--- src/rtl/mips_mem_pkg.sv ---
// Shared types and default widths for the unified-memory arbiter.
package mips_mem_pkg;

  localparam int unsigned MEM_ADDR_W = 16;
  localparam int unsigned MEM_DATA_W = 16;
  localparam int unsigned STARVE_W   = 4;

  typedef enum logic [1:0] {
    OWN_NONE,
    OWN_I,
    OWN_D,
    OWN_LD
  } owner_e;

  typedef enum logic {
    MODE_RUN,
    MODE_LOAD
  } mode_e;

endpackage

--- src/rtl/mem_arbiter.sv ---
// Shares one single-port, one-cycle-latency RAM between instruction fetch,
// MEM-stage data access and the program loader; stalls the core when denied.
module mem_arbiter
  import mips_mem_pkg::*;
#(
  parameter int unsigned ADDR_W     = MEM_ADDR_W,
  parameter int unsigned DATA_W     = MEM_DATA_W,
  parameter int unsigned STARVE_MAX = 3
) (
  input  logic              clk,
  input  logic              r_st,
  input  logic              ld_mode,
  input  logic              i_req,
  input  logic [ADDR_W-1:0] i_addr,
  output logic              i_gnt,
  output logic              i_rvalid,
  output logic [DATA_W-1:0] i_rdata,
  input  logic              d_req,
  input  logic              d_we,
  input  logic [ADDR_W-1:0] d_addr,
  input  logic [DATA_W-1:0] d_wdata,
  output logic              d_gnt,
  output logic              d_rvalid,
  output logic [DATA_W-1:0] d_rdata,
  input  logic              ld_req,
  input  logic              ld_we,
  input  logic [ADDR_W-1:0] ld_addr,
  input  logic [DATA_W-1:0] ld_wdata,
  output logic              ld_gnt,
  output logic              ld_rvalid,
  output logic [DATA_W-1:0] ld_rdata,
  output logic              stall,
  output logic [ADDR_W-1:0] m_addr,
  output logic              m_we,
  output logic [DATA_W-1:0] m_wdata,
  input  logic [DATA_W-1:0] m_rdata
);

  mode_e               mode_q, mode_d;
  owner_e              tag_q, tag_d;
  logic [STARVE_W-1:0] starve_q, starve_d;
  logic                fetch_first;

  // State register: mode, read-owner tag and fetch starvation count
  always_ff @(posedge clk or negedge r_st) begin
    if (!r_st) begin
      mode_q   <= MODE_RUN;
      tag_q    <= OWN_NONE;
      starve_q <= '0;
    end else begin
      mode_q   <= mode_d;
      tag_q    <= tag_d;
      starve_q <= starve_d;
    end
  end

  // Next-state, grant selection and RAM port mux
  always_comb begin
    mode_d      = mode_q;
    tag_d       = OWN_NONE;
    starve_d    = starve_q;
    i_gnt       = 1'b0;
    d_gnt       = 1'b0;
    ld_gnt      = 1'b0;
    m_addr      = '0;
    m_we        = 1'b0;
    m_wdata     = '0;
    fetch_first = (starve_q == STARVE_W'(STARVE_MAX));

    // Reset forces every grant low immediately, not only at the next edge
    if (r_st) begin
      case (mode_q)
        MODE_RUN: begin
          if (ld_mode) mode_d = MODE_LOAD;
          if (i_req && (fetch_first || !d_req)) i_gnt = 1'b1;
          else if (d_req)                       d_gnt = 1'b1;
        end
        MODE_LOAD: begin
          if (!ld_mode) mode_d = MODE_RUN;
          if (ld_req)   ld_gnt = 1'b1;
        end
        default: ;
      endcase
    end

    if (i_gnt) begin
      m_addr = i_addr;
      tag_d  = OWN_I;
    end else if (d_gnt) begin
      m_addr  = d_addr;
      m_we    = d_we;
      m_wdata = d_wdata;
      tag_d   = d_we ? OWN_NONE : OWN_D;
    end else if (ld_gnt) begin
      m_addr  = ld_addr;
      m_we    = ld_we;
      m_wdata = ld_wdata;
      tag_d   = ld_we ? OWN_NONE : OWN_LD;
    end

    // Count consecutive denied fetches in RUN, saturating at the threshold
    if (i_gnt) begin
      starve_d = '0;
    end else if (mode_q == MODE_RUN && mode_d == MODE_LOAD) begin
      starve_d = '0;
    end else if (mode_q == MODE_RUN && i_req && !fetch_first) begin
      starve_d = starve_q + STARVE_W'(1);
    end
  end

  assign stall     = r_st & ((i_req & ~i_gnt) | (d_req & ~d_gnt));

  assign i_rvalid  = (tag_q == OWN_I);
  assign d_rvalid  = (tag_q == OWN_D);
  assign ld_rvalid = (tag_q == OWN_LD);

  assign i_rdata   = m_rdata;
  assign d_rdata   = m_rdata;
  assign ld_rdata  = m_rdata;

endmodule

--- config.mk ---
export PLATFORM = sky130hd
export DESIGN_NAME = mem_arbiter
export DESIGN_NICKNAME = d
export VERILOG_FILES = /design/src/rtl/mips_mem_pkg.sv /design/src/rtl/mem_arbiter.sv
export SDC_FILE = /design/constraint.sdc
export NUM_CORES = 1
export LEC_CHECK = 0
export ABC_AREA = 1
export CAP_MARGIN = 20
export CELL_PAD_IN_SITES_DETAIL_PLACEMENT = 1
export CELL_PAD_IN_SITES_GLOBAL_PLACEMENT = 2
export CORE_MARGIN = 2
export CORE_UTILIZATION = 11
export DETAILED_ROUTE_END_ITERATION = 6
export GPL_ROUTABILITY_DRIVEN = 0
export HOLD_SLACK_MARGIN = 0.03
export PLACE_DENSITY_LB_ADDON = 0.1
export RECOVER_POWER = 100
export SYNTH_ARGS = -nofsm -noshare
export SYNTH_HDL_FRONTEND = slang
export SYNTH_SLANG_ARGS = --single-unit
--- constraint.sdc ---
create_clock -name clk -period 3.6 [get_ports clk]
set_input_delay 0.36 -clock clk [delete_from_list [all_inputs] [get_ports clk]]
set_output_delay 0.36 -clock clk [all_outputs]
set_load 0.1 [all_outputs]
==> summary by stage <==
Power
The power per cell area is 288.7 mW/mm^2. The internal power of the cells totals approximately 0.42 mW. Across the VDD grid, the largest voltage drop is 0.2044 mV. Per report_power, the sequential group accounts for between 10% and 20% of the total. The design draws slightly below 0.8 mW. The analysis attributes to net switching a power of between 0.3 and 0.4 mW.

In this run, the clock network consumes between 20 and 25% of the power. In this run switching power makes up between 40 and 50% of total power. The share of total power dissipated in combinational logic is 62.0%. For this design the static power due to leakage is approximately 1.3 nW.

Clock network
The clock transition at the register clock pins on the worst setup and hold paths after CTS is 40 ps. The CTS tree is done. The number of buffers inserted to repair setup after CTS is 0. The longest clock path from root to sink contains 2 buffers. The total number of H-tree levels is 1. The number of gates resized after cts is 0.

Buffers inserted to repair hold after CTS numbered 0. In this run the clock root is driven by a sky130_fd_sc_hd__clkbuf_16. Counting the buffers created by CTS gives 3. For this design, the sink count on the clock tree is 7. The clock latency on the worst-skew pair is between 200 and 250 ps.

Routing
The post-route antenna net violation count is 0. The routed layout has roughly 1600 vias. Summed over all layers, the routed wires come to around 6400 um. The vias per cell is between 3 and 4. After the first detailed-routing iteration, the DRC count stood at 33.

The length of the first detailed-routing pass in iterations is 4. After detailed routing, the average wire length per cell comes to 13.40 um. For this run, design rule violations remaining after detail routing come to 0.

Floorplan
The floorplan step set the die height to 117.5 um. The die boundary width is between 100 and 150 um. The starting density of the core is about 11%. The die covers approximately 0.014 sq mm. Row generation in the floorplan step produced about 40 rows. The core region is around 0.013 sq mm. ~190 I/O pins were placed.

Global route
The wire length of the first global-routing pass is approximately 10000 um. The initial antenna violation count is 0. The via count of the first global-routing pass is around 1700. The pin count of the biggest net entering global routing is 35. The remaining global-route overflow is 0. Global routing used ~9% of the available tracks.

Synthesis
The number of different library cells used by synthesis comes to 21. The synthesized design spends more area on one cell type than any other, namely sky130_fd_sc_hd__nand2_1. The synthesized netlist occupies a cell area of 0.001416 sq mm. The share of the Yosys chip area taken by registers is about an eighth. The synthesized netlist cell count is 229.

The share of flip-flops with an asynchronous set or reset after synthesis is 100.0%. In the post-synthesis netlist, the biggest area contributors are sky130_fd_sc_hd__nand2_1, sky130_fd_sc_hd__buf_4, sky130_fd_sc_hd__dfrtp_1. The count of flip-flops with a built-in enable after synthesis is 0. The most common cell in the synthesized netlist is sky130_fd_sc_hd__nand2_1. For this run, the leading register cell type out of synthesis is sky130_fd_sc_hd__dfrtp_1.

The synthesized design contains 7 register bits. Yosys printed 0 warnings. Each instance of the synthesized netlist takes up on average 6.185 sq um.

The number of nets produced by synthesis is 334. By count the netlist is led by sky130_fd_sc_hd__nand2_1, sky130_fd_sc_hd__buf_4, sky130_fd_sc_hd__nand2_2, sky130_fd_sc_hd__nand3_2. Summed over its instances, the top area cell type makes up a little over a quarter of the synthesized netlist area.

Setup path
The slowest stage of the critical path is the sky130_fd_sc_hd__clkbuf_1 cell. The data arrival time at the worst-slack endpoint is approximately 2700 ps. The kind of cell adding the most delay to the critical path is buffers and inverters. The worst setup path is captured at an output pin. The peak fanout along the critical path is 34. Traced cell by cell, the critical path runs through dlygate4sd3_1, buf_4, nand3_1, inv_1, nand2_4, inv_4, clkbuf_1. The startpoint identified for the worst register-to-register timing path is starve_q[0]. The worst path required time is roughly 3200 ps.

The largest incremental delay on the critical path is between 900 and 1000 ps. The type of the worst setup path is in -> out. The critical path contains buffers and inverters numbering 5 combined. Tracing the worst setup path back leads to its startpoint at r_st. The startpoint type of the worst setup path is an input pin.

STA
Across the routed clock network, the largest skew measured is about 0.33 ps. The post-route fraction of the period consumed by the critical path is a little under nine tenths. Headroom to the max-slew limit came out at roughly a fifth. The max-slew violation count is 0. Once routing completed, OpenROAD measured the worst setup slack at around 540 ps. The count of endpoints failing hold in the final timing report is 0. The slew of the pin with the lowest slew margin is 1184 ps.

The final total negative setup slack is 0 ps. The number of setup violations in the final report is 0. Derived from the worst setup path, the maximum achievable clock frequency is 326.3 MHz.

Setup repair after global routing left no endpoint under its margin. Counting I/O delays and the setup requirement, the final critical path takes 3065 ps.

Final layout
Cells with a size suffix above 1 make up 23.45% of the layout. The count of inserted antenna diode cells is 0. The synthesis-to-layout area growth is 90.81%.

Counting the fill cells in the layout gives between 1500 and 2000. The multi-input combinational cells in the finished layout cover a total of around 760 sq um. The combined flip-flop and latch cell area is roughly 180 sq um. The final net count is between 400 and 500.

Outcome
The flow ran to the end, and the final reports show no timing, DRC or antenna violations.

Placement
The post-placement setup slack is 867.1 ps. Detailed placement finished with a half-perimeter wire length of approximately 5200 um. The number of I/O port buffers is 127.

Hold path
In this run the worst hold path is classified as in -> async.

Run
Across the run, the number of max-cap violations was 0.
[cell usage in the layout, fill, tap and decap left out]
cell	instances
sky130_fd_sc_hd__inv_2	1
sky130_fd_sc_hd__o21ai_0	4
sky130_fd_sc_hd__nand3_1	7
sky130_fd_sc_hd__a21oi_1	4
sky130_fd_sc_hd__nor2_2	1
sky130_fd_sc_hd__o21bai_1	1
sky130_fd_sc_hd__nand2_4	3
sky130_fd_sc_hd__clkbuf_1	5
sky130_fd_sc_hd__nand2_2	14
sky130_fd_sc_hd__buf_12	22
sky130_fd_sc_hd__nor2_1	7
sky130_fd_sc_hd__xnor2_1	1
sky130_fd_sc_hd__ha_1	1
sky130_fd_sc_hd__nand2_1	100
sky130_fd_sc_hd__buf_4	1
sky130_fd_sc_hd__clkbuf_2	12
sky130_fd_sc_hd__dfrtp_1	7
sky130_fd_sc_hd__inv_1	7
sky130_fd_sc_hd__clkinv_1	1
sky130_fd_sc_hd__nand3_2	13
sky130_fd_sc_hd__clkbuf_16	3
sky130_fd_sc_hd__dlygate4sd3_1	4
sky130_fd_sc_hd__clkdlybuf4s50_1	86
sky130_fd_sc_hd__inv_4	2
[cell type report]
class,count,share of cell area (%)
Multi-Input combinational cell,156,28.24
Inverter,11,1.713
Tap cell,172,7.963
Clock buffer,4,2.917
Timing Repair Buffer,129,52.69
Sequential cell,7,6.481
[through the flow]
stage                     area (sq um)  utilization, %  std cells  hold WS (ps)
after detailed placement          2821           22.36        475         557.8
final                             2703           21.42        479         552.8
after floorplan                   1416               -        229         64.41
after global placement            2821           22.36        475         556.3
after global routing              2703           21.42        479         590.8
after CTS                         2900           22.98        479         499.2
[final timing paths]
check	to	slack (ps)	depth (start not counted)
setup reg to reg	tag_q[1]	1850	9
hold reg to reg	starve_q[1]	560	2
setup / recovery	d_gnt	540	7
hold / removal	starve_q[1]	550	2
max in group asynchronous	tag_q[1]	2910	2
min in group clk	starve_q[1]	560	2
[per-layer routing]
metal	track usage, %	up-vias	routed length, um	share of wire [%]
met1	11.49	687	2869	45
met2	15.17	84	3011	47
met5	0	-	0	0
met3	2.616	7	510	7.9
met4	1.205	0	27	0.42
li1	-	809	-	-
[sequential cells by signal, summed over array words and instances (netlist names)]
signal    flops
mode_q        1
starve_q      4
tag_q         2
[power groups by stage]
stage / Clock, mW / Combinational [mW] / Sequential [mW]
CTS: 0.197 / 0.532 / 0.103
finish: 0.193 / 0.484 / 0.103
global placement: 0 / 0.531 / 0.104
detailed placement: 0 / 0.530 / 0.104
floorplan: 0 / 0.548 / 0.101
global route: 0.202 / 0.510 / 0.105
[cells by family (layout without fill, tap and decap cells)]
group | after synthesis | in the layout | share of synthesized area, %
XOR/XNOR | 1 | 1 | 0.6185
AND/OR/NAND/NOR | 145 | 145 | 49.21
buffers and inverters | 66 | 144 | 33.57
adder cells (fa/ha/maj) | 1 | 1 | 0.8833
flip-flops | 7 | 7 | 12.37
AO/OA/AOI/OAI | 9 | 9 | 3.357
Power figures use the tool's default switching activity.
